### src/rtl/switch_debounce.sv
// switch_debounce
//   Turns the raw, bouncing board push-button into clean clk-synchronous events:
//   an input synchroniser, a four-state debounce FSM, press/release pulses, a
//   long-press pulse and an optional auto-repeat pulse.
//
// Parameters
//   SYNC_STAGES      flops in the synchroniser chain (>= 2)
//   ACTIVE_LOW       1: raw low means pressed, 0: raw high means pressed
//   DEBOUNCE_CYCLES  stable synchronised cycles needed to accept a change (>= 1)
//   LONG_CYCLES      cycles held in PRESSED after the press pulse before long_press (>= 1)
//   REPEAT_CYCLES    auto-repeat period after long_press (only with SWITCH_REPEAT_EN)
//
// Ports
//   clk            in   system clock
//   reset          in   asynchronous active-high reset
//   sw_raw         in   raw switch pad, asynchronous and bouncing
//   level          out  debounced state, 1 = pressed
//   press          out  1-cycle pulse on accepted press
//   release_pulse  out  1-cycle pulse on accepted release (bare "release" is a reserved word)
//   long_press     out  1-cycle pulse once per press after LONG_CYCLES held
//   repeat_pulse   out  1-cycle auto-repeat pulse (bare "repeat" is a reserved word)
//
// Build option
//   SWITCH_REPEAT_EN  when defined, repeat_pulse fires every REPEAT_CYCLES in PRESSED
//                     after long_press; when undefined repeat_pulse is tied to 0 and
//                     no repeat counter exists.
module switch_debounce #(
  parameter int SYNC_STAGES     = 2,
  parameter int ACTIVE_LOW      = 1,
  parameter int DEBOUNCE_CYCLES = 160000,
  parameter int LONG_CYCLES     = 16000000,
  parameter int REPEAT_CYCLES   = 3200000
) (
  input  logic clk,
  input  logic reset,
  input  logic sw_raw,
  output logic level,
  output logic press,
  output logic release_pulse,
  output logic long_press,
  output logic repeat_pulse
);

  localparam int DEB_W  = $clog2(DEBOUNCE_CYCLES + 1);
  localparam int HOLD_W = $clog2(LONG_CYCLES + 1);

  localparam logic [DEB_W-1:0]  DEB_MAX   = DEB_W'(DEBOUNCE_CYCLES);
  localparam logic [HOLD_W-1:0] HOLD_MAX  = HOLD_W'(LONG_CYCLES);
  localparam logic [HOLD_W-1:0] HOLD_FIRE = HOLD_W'(LONG_CYCLES - 1);

  if (SYNC_STAGES < 2) begin : g_chk_sync
    $error("SYNC_STAGES must be >= 2");
  end
  if (DEBOUNCE_CYCLES < 1) begin : g_chk_deb
    $error("DEBOUNCE_CYCLES must be >= 1");
  end
  if (LONG_CYCLES < 1) begin : g_chk_long
    $error("LONG_CYCLES must be >= 1");
  end
  if (REPEAT_CYCLES < 1) begin : g_chk_rep
    $error("REPEAT_CYCLES must be >= 1");
  end

  typedef enum logic [1:0] {
    IDLE         = 2'd0,
    PRESS_WAIT   = 2'd1,
    PRESSED      = 2'd2,
    RELEASE_WAIT = 2'd3
  } state_t;

  state_t                state_q, state_d;
  logic [SYNC_STAGES-1:0] sync_q, sync_d;
  logic [DEB_W-1:0]       deb_cnt_q, deb_cnt_d;
  logic [HOLD_W-1:0]      hold_q, hold_d;
  logic                   level_q, level_d;
  logic                   press_q, press_d;
  logic                   release_q, release_d;
  logic                   long_q, long_d;
  logic                   sw_norm;
  logic                   sync_p;
  logic                   deb_done;

  // Stage: normalise polarity and synchronise (1 = pressed from here on)
  assign sw_norm = (ACTIVE_LOW != 0) ? ~sw_raw : sw_raw;

  always_comb begin
    sync_d = {sync_q[SYNC_STAGES-2:0], sw_norm};
  end

  assign sync_p   = sync_q[SYNC_STAGES-1];
  assign deb_done = (deb_cnt_q >= DEB_MAX);

  // Stage: debounce FSM state register
  always_ff @(posedge clk or posedge reset) begin
    if (reset) begin
      state_q <= IDLE;
    end else begin
      state_q <= state_d;
    end
  end

  // Stage: next-state logic
  always_comb begin
    state_d = state_q;
    unique case (state_q)
      IDLE:         if (sync_p) state_d = PRESS_WAIT;
      PRESS_WAIT:   if (!sync_p) state_d = IDLE;
                    else if (deb_done) state_d = PRESSED;
      PRESSED:      if (!sync_p) state_d = RELEASE_WAIT;
      RELEASE_WAIT: if (sync_p) state_d = PRESSED;
                    else if (deb_done) state_d = IDLE;
      default:      state_d = IDLE;
    endcase
  end

  // Stage: counters and output pulses
  // deb_cnt counts the samples seen so far in the candidate new level; the
  // change is accepted on the sample after it reaches DEBOUNCE_CYCLES.
  // hold_q counts cycles spent in PRESSED only, so a bounce into RELEASE_WAIT
  // freezes it; it saturates at LONG_CYCLES, which also marks "long seen".
  always_comb begin
    deb_cnt_d = deb_cnt_q;
    hold_d    = hold_q;
    level_d   = level_q;
    press_d   = 1'b0;
    release_d = 1'b0;
    long_d    = 1'b0;
    unique case (state_q)
      IDLE: begin
        deb_cnt_d = sync_p ? DEB_W'(1) : '0;
      end
      PRESS_WAIT: begin
        if (!sync_p) begin
          deb_cnt_d = '0;
        end else if (deb_done) begin
          deb_cnt_d = '0;
          press_d   = 1'b1;
          level_d   = 1'b1;
          hold_d    = '0;
        end else begin
          deb_cnt_d = deb_cnt_q + DEB_W'(1);
        end
      end
      PRESSED: begin
        deb_cnt_d = sync_p ? '0 : DEB_W'(1);
        if (hold_q == HOLD_FIRE) long_d = 1'b1;
        if (hold_q != HOLD_MAX) hold_d = hold_q + HOLD_W'(1);
      end
      RELEASE_WAIT: begin
        if (sync_p) begin
          deb_cnt_d = '0;
        end else if (deb_done) begin
          deb_cnt_d = '0;
          release_d = 1'b1;
          level_d   = 1'b0;
        end else begin
          deb_cnt_d = deb_cnt_q + DEB_W'(1);
        end
      end
      default: begin
        deb_cnt_d = '0;
      end
    endcase
  end

  // Synchroniser flops preset to the released level so reset never looks like a press.
  always_ff @(posedge clk or posedge reset) begin
    if (reset) begin
      sync_q    <= '0;
      deb_cnt_q <= '0;
      hold_q    <= '0;
      level_q   <= 1'b0;
      press_q   <= 1'b0;
      release_q <= 1'b0;
      long_q    <= 1'b0;
    end else begin
      sync_q    <= sync_d;
      deb_cnt_q <= deb_cnt_d;
      hold_q    <= hold_d;
      level_q   <= level_d;
      press_q   <= press_d;
      release_q <= release_d;
      long_q    <= long_d;
    end
  end

  assign level         = level_q;
  assign press         = press_q;
  assign release_pulse = release_q;
  assign long_press    = long_q;

`ifdef SWITCH_REPEAT_EN
  localparam int               REP_W    = $clog2(REPEAT_CYCLES + 1);
  localparam logic [REP_W-1:0] REP_FIRE = REP_W'(REPEAT_CYCLES - 1);

  logic [REP_W-1:0] rep_cnt_q, rep_cnt_d;
  logic             repeat_q, repeat_d;

  // Stage: auto-repeat, counting PRESSED cycles after long_press has fired
  always_comb begin
    rep_cnt_d = rep_cnt_q;
    repeat_d  = 1'b0;
    if (press_d || release_d) begin
      rep_cnt_d = '0;
    end else if ((state_q == PRESSED) && (hold_q == HOLD_MAX)) begin
      if (rep_cnt_q == REP_FIRE) begin
        rep_cnt_d = '0;
        repeat_d  = 1'b1;
      end else begin
        rep_cnt_d = rep_cnt_q + REP_W'(1);
      end
    end
  end

  always_ff @(posedge clk or posedge reset) begin
    if (reset) begin
      rep_cnt_q <= '0;
      repeat_q  <= 1'b0;
    end else begin
      rep_cnt_q <= rep_cnt_d;
      repeat_q  <= repeat_d;
    end
  end

  assign repeat_pulse = repeat_q;
`else
  assign repeat_pulse = 1'b0;
`endif

endmodule
### config.mk
export PLATFORM = sky130hd
export DESIGN_NAME = switch_debounce
export DESIGN_NICKNAME = d
export VERILOG_FILES = /design/src/rtl/switch_debounce.sv
export SDC_FILE = /design/constraint.sdc
export NUM_CORES = 1
export LEC_CHECK = 0
export CAP_MARGIN = 5
export CORE_MARGIN = 2
export CORE_UTILIZATION = 40
export CTS_BUF_LIST = sky130_fd_sc_hd__clkbuf_4
export DETAILED_ROUTE_END_ITERATION = 12
export SLEW_MARGIN = 15
export SYNTH_ARGS = -nofsm -noshare
export SYNTH_HDL_FRONTEND = slang
export SYNTH_SLANG_ARGS = --single-unit
export TNS_END_PERCENT = 30
### constraint.sdc
create_clock -name clk -period 2.71 [get_ports clk]
set_input_delay 0.4065 -clock clk [delete_from_list [all_inputs] [get_ports clk]]
set_output_delay 0.4065 -clock clk [all_outputs]
set_load 0.01 [all_outputs]
# == Yosys cells after proc, flatten, opt, wreduce, memory -nomap -nowiden ==
# Cells that the tools add are included.
# totals
ff_bits,50
out_inout_bits,5
word_cells,61
# classes
addsub,2
order_cmp,1
n_eq_ne,14
muxes,29
bitwise_logic,1
reduce_logical,6
# ops
op,count
$mux 24,3
$pmux 18 s4,1
$mux 18,3
$pmux 24 s2,1
$add 24x1->24 const B,1
$eq 24x24->1 const B,1
$ne 24x24->1 const B,1
$add 18x1->18 const B,1
$ge 18x18->1 const B,1
$ne 2x2->1 const B,7
$mux 1,13
$mux 2,6
$pmux 2 s4,1
$reduce_and 4->1,2
$ne 3x3->1 const B,2
$reduce_and 5->1,1
$eq 2x2->1 const B,2
$reduce_bool 2->1,2
$eq 2x1->1 const B,1
$logic_not 2->1,1
$pmux 1 s2,1
$not 1->1,1

# == Logic depth before layout (Yosys ltp) ==
# Gate-level depths: netlist of the first run.
# logic_depth
depth_word,4
depth_mapped,6
ltp_nobuf,5

# == Worst setup path before layout of the first run ==
# No wires, ideal clock.
# synth_timing
kind,reg2reg
start,register hold_q[0]
end,register hold_q[16]
arrival_ps,1862
t_required_ps,2632
path_slack_ps,770
path_stages_with_launch,7
path_buffers,1
period_less_slack_ps,1940
path_cell_list,dfrtp_1 ha_1 nand4b_4 or4_1 buf_2 or3_1 a21oi_1
# synth_between
elab_chain_len,3
# synth_rtl
element,line_no,text
"start, declared",74,"logic [HOLD_W-1:0] hold_q, hold_d;"
"start signal, assigned",179,hold_q <= hold_d;
$add 24x1->24 or $ne 24x24->1 (tied branches),147,if (hold_q != HOLD_MAX) hold_d = hold_q + HOLD_W'(1);
$mux 24 or $ne 2x2->1 (tied branches),--,
$pmux 24 s2 or $reduce_and 4->1 (tied branches),--,
# Several ways; a longest one is shown, not always the timed one. The select of a mux whose other input is x is not followed.
# A chain may end at the register's enable or synchronous reset.

# == Worst setup path after layout of the first run ==
# Same ends and word-level chain as after synthesis.

==> results.sh, run 1 <==
export IMPL_status="complete, no violations"
export IMPL_die_w_um=84.4
export IMPL_busiest_layer="met2"
export IMPL_cts_setup_buffers=0
export IMPL_drc=0
export IMPL_grt_overflow_total=0
export IMPL_required_ps=3030
export IMPL_ant_nets=0
export IMPL_root_buffer="clkbuf_4"
export IMPL_min_from="sync_q[0]"
export IMPL_powerDensity_nw_per_um2=449
export IMPL_antenna_found_initial=0
export IMPL_nets=279
export IMPL_io_pins=8
export IMPL_tightest_slew_ps=749
export IMPL_synth_enable_flop_cells=0
export IMPL_clock_latency_ps=380
export IMPL_finalSetupViolations=0
export IMPL_hold_class="flop to flop"
export IMPL_fin_setup_tns_ps=0
export IMPL_relSlewSlack_pct=49.9
export IMPL_vias=1921
export IMPL_clock_sinks=50
export IMPL_power_leakage_uw=0.00116
export IMPL_initial_core_util_pct=40.9
export IMPL_drt_first_iter_violations=72
export IMPL_drive_above_1_share_pct=7.69
export IMPL_diodes=0
export IMPL_use_met2_pct=24.9
export IMPL_wl_um=4840
export IMPL_rrSetupSlack_ps=550
export IMPL_num_rows=29
export IMPL_yosysWarnings=0
export IMPL_hold_viol=0
export IMPL_critical_path_startpoint_type="flop"
export IMPL_ir_worst_vdd_uv=233
export IMPL_netlist_instances=269
export IMPL_gr_usage_met3_pct=2.65
export IMPL_via_per_inst=5.49
export IMPL_synthToLayoutAreaGrowth_pct=7.41
export IMPL_dieHeight_um=84.4
export IMPL_cap_violations=0
export IMPL_syn_nets=276
export IMPL_critPathMaxStageDelay_ps=680
export IMPL_crit_family="simple AND/OR/NAND/NOR gates"
export IMPL_cts_resized=0
export IMPL_hpwl_um=3220
export IMPL_finalWeightedCongestion=0.771
export IMPL_grt_first_pass_wirelength_um=8830
export IMPL_gr_usage_all_layers_pct=15.0
export IMPL_crit_path_cell_trace="ha_1 -> nand4b_4 -> or4_1 -> or3_1 -> a21oi_1"
export IMPL_hold_end="sync_q[1]"
export IMPL_worst_path_stages=5
export IMPL_worstPathMaxFanout=7
export IMPL_seq_area_frac_synth_pct=48.4
export IMPL_cts_tree="done"
export IMPL_dr_pass1_iters=4
export IMPL_fillers=618
export IMPL_maxSlewViolCount=0
export IMPL_dieArea_um2=7120
export IMPL_ys_flop_type="dfrtp_1"
export IMPL_cts_hold_buffers=0
export IMPL_critPathBufInv=0
export IMPL_critical_path_class="flop to flop"
export IMPL_fin_crit_ps=2160
export IMPL_fp_coreArea_um2=6310
export IMPL_met1_usage_pct=19.5
export IMPL_grt_max_degree=51
export IMPL_clock_skew_ps=14.4
export IMPL_cts_buffers=5
export IMPL_clock_path_buffers=2
export IMPL_syn_mean_instance_area_um2=9.60
export IMPL_holdPathStages=0
export IMPL_post_route_period_util_pct=79.6
export IMPL_timing_rr_start="hold_q[0]"
export IMPL_end_kind="flop"
export IMPL_clk_pin_slew_worst_paths_ps=150
export IMPL_rsz0062_at_grt="no"
export IMPL_r2r_end="hold_q[16]"
export IMPL_yosys_register_bits=50
export IMPL_synth_area_um2=2580
export IMPL_yosys_cell_types_count=43
export IMPL_place_area_um2=2690
export IMPL_fin_util_pct=44.0
export IMPL_grt_pass1_vias=1982
export IMPL_fmaxAchievable_ghz=0.464
export IMPL_crit_slowest_cell="or4_1"
export IMPL_r2r_cells=5
export IMPL_finalInstanceArea_um2=2780
export IMPL_io_buffers=6
export IMPL_cts_htree_levels=2
export IMPL_cp_arrival_ps=2480
export IMPL_wl_per_cell_um=13.8
export IMPL_async_flop_share_pct=100
-- worst max-delay path by stage --
| stage | slack [ps] | to | startpoint |
|---|---|---|---|
| floorplan | 770 | hold_q[16] | hold_q[0] |
| global placement | 570 | hold_q[18] | hold_q[0] |
| detailed placement | 580 | hold_q[16] | hold_q[0] |
| CTS | 550 | hold_q[18] | hold_q[0] |
| global route | 420 | hold_q[16] | hold_q[0] |
| finish | 550 | hold_q[16] | hold_q[0] |
-- cell type report --
class / instances / area [µm²] / share of cell area, %
tap: 77 / 96.3 / 3.47
multi-input combinational: 191 / 1210 / 43.5
clock inverter: 1 / 30.0 / 1.08
sequential: 50 / 1250 / 45.1
inverter: 15 / 56.3 / 2.03
timing repair buffer: 9 / 82.6 / 2.98
clock buffer: 7 / 52.6 / 1.89
-- through the flow --
| stage | hold WS, ps | std cells | power (µW) | setup WS [ps] |
|---|---|---|---|---|
| after floorplan | 331 | 269 | 795 | 770 |
| after global placement | 333 | 342 | 806 | 573 |
| after detailed placement | 336 | 342 | 806 | 577 |
| after CTS | 357 | 350 | 1270 | 552 |
| after global routing | 361 | 350 | 1290 | 420 |
| final | 361 | 350 | 1250 | 554 |
-- cells in the mapped netlist, types with 8 or more instances --
cell / count / share of area (%)
o21ai_0: 16 / 3.1
xor2_1: 9 / 3.1
or3_1: 9 / 2.2
clkbuf_1: 8 / 1.2
nand2_1: 13 / 1.9
nand4_1: 14 / 3.4
inv_1: 15 / 2.2
nor2_1: 31 / 4.5
dfrtp_1: 50 / 48
nand3_1: 12 / 2.3
a21oi_1: 15 / 2.9
xnor2_1: 13 / 4.4
-- state kept, by name (all words and copies together) (netlist names), named ones only --
name           flops
level              1
deb_cnt_q         18
press              1
release_pulse      1
state_q            1
sync_q             2
hold_q            24
long_press         1
-- where the power goes --
group | internal [µW] | total [µW] | switching [µW] | leakage [µW]
clock | 216 | 456 | 240 | 0.0000463
sequential | 750 | 756 | 5.57 | 0.000690
combinational | 9.68 | 34.3 | 24.7 | 0.000427
total | 976 | 1250 | 271 | 0.00116
-- cells by family after synthesis --
family                   Yosys count  share of synthesized area, %
other                              1                         0.145
multiplexers                       6                          2.37
AO/OA/AOI/OAI                     40                          8.77
buffers and inverters             28                          4.89
AND/OR/NAND/NOR                  118                          26.0
XOR/XNOR                          22                          7.46
flip-flops                        50                          48.4
adder cells (fa/ha/maj)            4                          1.94
-- layer usage --
layer / vias to the layer above / share of wire (%)
met5: - / 0
met4: 0 / 1.5
met3: 7 / 2.3
met2: 20 / 48
met1: 943 / 48
li1: 951 / -
-- placed cells by master, fill, tap and decap left out, drive strengths merged, types with 6 or more instances in the layout --
cell type      netlist  layout
clkdlybuf4s50        0       6
xor2                 9       9
xnor2               13      13
nand3               13      13
or3                 11      11
nor4                 7       7
nand2               13      13
dfrtp               50      50
nor2                31      31
inv                 15      15
o21ai               16      16
clkbuf               8       7
nand4               15      15
a21oi               15      15
Note: power is estimated with default switching activity, not from simulation.
==> inputs of run 2 (changes only) <==
==> constraint.sdc (replaced) <==
create_clock -name clk -period 2.1 [get_ports clk]
set_input_delay 0.315 -clock clk [delete_from_list [all_inputs] [get_ports clk]]
set_output_delay 0.315 -clock clk [all_outputs]
set_load 0.01 [all_outputs]
==> run 2 against run 1 <==
  * Setup slack got worse by 430 ps
  * Clock power rose by 48%
  * Core utilization grew 1.3 points
  * Cell count is 2.0% higher
  * Register-to-register slack worse by 430 ps
  * Wire length about the same
  * Power is 36% higher
  * Critical endpoint is now hold_q[18]
==> results.sh, run 2 (synthesized netlist as in run 1, its figures left out) <==
export IMPL_wl_per_cell_um=13.6
export IMPL_antenna_found_initial=0
export IMPL_crit_slowest_cell="or4_1"
export IMPL_dieHeight_um=84.4
export IMPL_drc=0
export IMPL_cts_tree="done"
export IMPL_grt_max_degree=35
export IMPL_finalWeightedCongestion=0.799
export IMPL_post_route_period_util_pct=94.2
export IMPL_rrSetupSlack_ps=120
export IMPL_max_flop_register="hold_q"
export IMPL_gr_usage_all_layers_pct=15.0
export IMPL_via_per_inst=5.32
export IMPL_hold_class="primary input to asynchronous set/reset pin"
export IMPL_io_buffers=6
export IMPL_vias=1899
export IMPL_required_ps=2400
export IMPL_finalSetupViolations=0
export IMPL_clock_latency_ps=370
export IMPL_num_rows=29
export IMPL_timing_rr_start="hold_q[1]"
export IMPL_powerDensity_nw_per_um2=595
export IMPL_dr_pass1_iters=4
export IMPL_maxSlewViolCount=0
export IMPL_grt_overflow_total=0
export IMPL_place_area_um2=2760
export IMPL_cap_violations=0
export IMPL_cts_buffers=5
export IMPL_rsz0062_at_grt="no"
export IMPL_drive_above_1_share_pct=9.64
export IMPL_die_w_um=84.4
export IMPL_wl_um=4850
export IMPL_cts_setup_buffers=0
export IMPL_clock_skew_ps=18.3
export IMPL_fin_crit_ps=1980
export IMPL_cts_htree_levels=2
export IMPL_ant_nets=0
export IMPL_io_pins=8
export IMPL_fmaxAchievable_ghz=0.506
export IMPL_dieArea_um2=7120
export IMPL_cp_arrival_ps=2270
export IMPL_grt_first_pass_wirelength_um=8800
export IMPL_end_kind="flop"
export IMPL_critical_path_startpoint_type="flop"
export IMPL_power_leakage_uw=0.00121
export IMPL_finalInstanceArea_um2=2860
export IMPL_ir_worst_vdd_uv=375
export IMPL_final_cell_mix="dfrtp_1, nor2_1, o21ai_0"
export IMPL_drt_first_iter_violations=51
export IMPL_largest_register_ff_count=24
export IMPL_critical_path_class="flop to flop"
export IMPL_synthToLayoutAreaGrowth_pct=10.7
export IMPL_final_common_cell="dfrtp_1"
export IMPL_critPathLaunch="hold_q[1]"
export IMPL_cts_resized=0
export IMPL_hold_viol=0
export IMPL_largestRegisters="hold_q x24, deb_cnt_q x18, sync_q x2"
export IMPL_diodes=0
export IMPL_nets=286
export IMPL_status="complete, no violations"
export IMPL_root_buffer="clkbuf_4"
export IMPL_initial_core_util_pct=40.9
export IMPL_fin_setup_tns_ps=0
export IMPL_cts_hold_buffers=0
export IMPL_critPathMaxStageDelay_ps=620
export IMPL_crit_path_cell_trace="ha_1 -> nand4b_4 -> or4_1 -> or3_1 -> a21oi_1"
export IMPL_fp_coreArea_um2=6310
export IMPL_hpwl_um=3330
export IMPL_worstPathMaxFanout=7
export IMPL_clock_sinks=50
export IMPL_clk_pin_slew_worst_paths_ps=140
export IMPL_grt_pass1_vias=1883
export IMPL_clock_path_buffers=2
run 2: changes by cell type in the layout (fill, tap and decap cells not counted):
cell and change:
buf_12 +1, buf_4 +6, bufinv_16 +1, clkbuf_4 -2, clkinv_1 +1
run 2: final timing paths:
kind / endpoint / cells after the start
setup / recovery: hold_q[18] / 5
hold / removal: hold_q[17] / 2
setup reg to reg: hold_q[18] / 5
hold reg to reg: sync_q[1] / 0
max in group asynchronous: sync_q[0] / 3
min in group clk: sync_q[1] / 0
run 2: metrics by stage:
stage               worst slack, ps  hold WS, ps  utilization (%)  power (µW)  std cells
floorplan                       160          331                -        1030        269
global placement                187          332             43.7        1050        349
detailed placement              128          335             43.7        1050        349
CTS                             112          247             45.3        1730        357
global route                   23.9          241             45.3        1770        357
finish                          122          239             45.3        1700        357
run 2: per-layer routing:
metal  GRT usage, %  vias up  share of wire (%)  wire length, µm
li1               -      968                  -                -
met1           20.5      906                 49             2370
met2           24.0       18                 47             2290
met3           3.34        7                2.4              117
met4           5.05        0                1.4               68
met5              0        -                  0                0
run 2: area by class of cell:
cell class / count / area, µm²
tap: 77 / 96.3
fill: 613 / 3450
multi-input combinational: 191 / 1210
timing repair buffer: 16 / 148
sequential: 50 / 1250
inverter: 15 / 56.3
clock buffer: 5 / 37.5
clock inverter: 3 / 63.8
run 2: critical path: cells and delay by family (launching register included):
family	cells	cell delay, ps
compound gates	1	150
flops	1	430
fa+ha+maj	1	240
simple gates	3	1110
run 2: report_power, final:
group	total, µW	internal (µW)	switching, µW	leakage (µW)
combinational	51.1	16.2	34.8	0.000466
clock	676	367	308	0.0000528
sequential	974	968	5.76	0.000690
==> inputs of run 3 (changes only) <==
--- a/config.mk
+++ b/config.mk
@@ -10,6 +10,8 @@
 export CORE_UTILIZATION = 40
 export CTS_BUF_LIST = sky130_fd_sc_hd__clkbuf_4
 export DETAILED_ROUTE_END_ITERATION = 12
+export DONT_BUFFER_PORTS = 1
+export SKIP_CTS_REPAIR_TIMING = 1
 export SLEW_MARGIN = 15
 export SYNTH_ARGS = -nofsm -noshare
 export SYNTH_HDL_FRONTEND = slang
==> run 3 against run 2 <==
  * Worst hold slack gained 86 ps
  * Combinational power shrank 5.3%
  * Core utilization shrank 1.0 points
  * Maximum frequency grew 0.59%
  * Critical endpoint is now hold_q[16]
  * Register-to-register slack is essentially flat
  * Die area is the same
  * Highest routed layer unchanged
  * Critical path type unchanged
==> results.sh, run 3 (synthesized netlist as in run 1, its figures left out) <==
export IMPL_drc=0
export IMPL_cts_buffers=5
export IMPL_crit_slowest_cell="or4_1"
export IMPL_dr_pass1_iters=4
export IMPL_cts_tree="done"
export IMPL_max_flop_register="hold_q"
export IMPL_cts_htree_levels=2
export IMPL_grt_overflow_total=0
export IMPL_fin_setup_tns_ps=0
export IMPL_die_w_um=84.4
export IMPL_hold_class="primary input to asynchronous set/reset pin"
export IMPL_crit_family="simple AND/OR/NAND/NOR gates"
export IMPL_fin_crit_ps=1970
export IMPL_grt_max_degree=21
export IMPL_dieArea_um2=7120
export IMPL_critPathBufInv=0
export IMPL_place_ws_ps=113
export IMPL_post_route_period_util_pct=93.6
export IMPL_ir_worst_vdd_uv=282
export IMPL_end_kind="flop"
export IMPL_io_buffers=0
export IMPL_fmaxAchievable_ghz=0.509
export IMPL_finalSetupViolations=0
export IMPL_rsz0062_at_grt="no"
export IMPL_critical_path_startpoint_type="flop"
export IMPL_cap_violations=0
export IMPL_num_rows=29
export IMPL_clk_pin_slew_worst_paths_ps=150
export IMPL_maxSlewViolCount=0
export IMPL_final_cell_mix="dfrtp_1, nor2_1, o21ai_0"
export IMPL_required_ps=2400
export IMPL_clock_path_buffers=2
export IMPL_status="complete, no violations"
export IMPL_grt_pass1_vias=1857
export IMPL_critical_path_class="flop to flop"
export IMPL_critPathMaxStageDelay_ps=630
export IMPL_io_pins=8
export IMPL_synthToLayoutAreaGrowth_pct=8.18
export IMPL_nets=283
export IMPL_drive_above_1_share_pct=10.5
export IMPL_initial_core_util_pct=40.9
export IMPL_finalWeightedCongestion=0.827
export IMPL_via_per_inst=5.27
export IMPL_largest_register_ff_count=24
export IMPL_hpwl_um=3330
export IMPL_worst_slack_ps=134
export IMPL_powerDensity_nw_per_um2=569
export IMPL_hold_viol=0
export IMPL_drt_first_iter_violations=59
export IMPL_gr_usage_all_layers_pct=15.0
export IMPL_final_common_cell="dfrtp_1"
export IMPL_cp_arrival_ps=2270
export IMPL_vias=1867
export IMPL_clock_skew_ps=22.0
export IMPL_wl_per_cell_um=13.5
export IMPL_diodes=0
export IMPL_clock_latency_ps=370
export IMPL_fin_util_pct=44.3
export IMPL_wl_um=4790
export IMPL_fp_coreArea_um2=6310
export IMPL_worstPathMaxFanout=7
export IMPL_grt_first_pass_wirelength_um=8710
export IMPL_ant_nets=0
export IMPL_clock_sinks=50
export IMPL_crit_path_cell_trace="ha_1 -> nand4b_4 -> or4_1 -> or3_1 -> a21oi_1"
export IMPL_largestRegisters="hold_q x24, deb_cnt_q x18, sync_q x2"
export IMPL_root_buffer="clkbuf_4"
export IMPL_power_leakage_uw=0.00119
export IMPL_antenna_found_initial=0
export IMPL_dieHeight_um=84.4
## run 3: stage by stage
step	hold slack, ps	area [µm²]	total power (µW)	instances
3_3_place_gp	172	2690	1040	343
3_5_place_dp	174	2690	1040	343
4_1_cts	-257	2770	1610	351
2_1_floorplan	331	2580	1030	269
6_report	324	2800	1590	354
5_1_grt	319	2800	1670	354
## run 3: worst register-to-register path: cells and delay by family (launching register included)
family | cells | cell delay, ps
AO/OA/AOI/OAI | 1 | 170
AND/OR/NAND/NOR | 3 | 1120
flip-flops | 1 | 410
adder cells (fa/ha/maj) | 1 | 230
## run 3: metal layers
layer	part of all wire (%)	GRT usage (%)	vias to the layer above	wire [µm]
met5	0	0	-	0
met4	1.3	4.33	0	64
met3	2.2	3.24	7	103
met2	47	25.0	18	2270
met1	49	19.9	886	2350
li1	-	-	956	-
## run 3: final cells by class
cell class,count,area [µm²]
multi-input cells,191,1210
repair buffers,13,103
inverters,15,56.3
fillers,621,3520
well taps,77,96.3
clock buffers,6,45.0
flip-flops and latches,50,1250
clock inverters,2,37.5
## run 3: power breakdown
group,switching (µW),total [µW],internal [µW]
Combinational,34.2,48.4,14.1
Clock,304,568,264
Sequential,5.69,974,968
Total,344,1590,1250
## run 3: final timing paths
| path | from | end | slack (ps) | cells past startpoint |
|---|---|---|---|---|
| max reg2reg | hold_q[1] | hold_q[16] | 130 | 5 |
| min | reset | asynchronous set/reset pin | 320 | 2 |
| max | hold_q[1] | hold_q[16] | 130 | 5 |
| min reg2reg | sync_q[0] | sync_q[1] | 340 | 0 |
| max in group asynchronous | reset | deb_cnt_q[0] | 1200 | 3 |
| min in group clk | sync_q[0] | sync_q[1] | 340 | 0 |
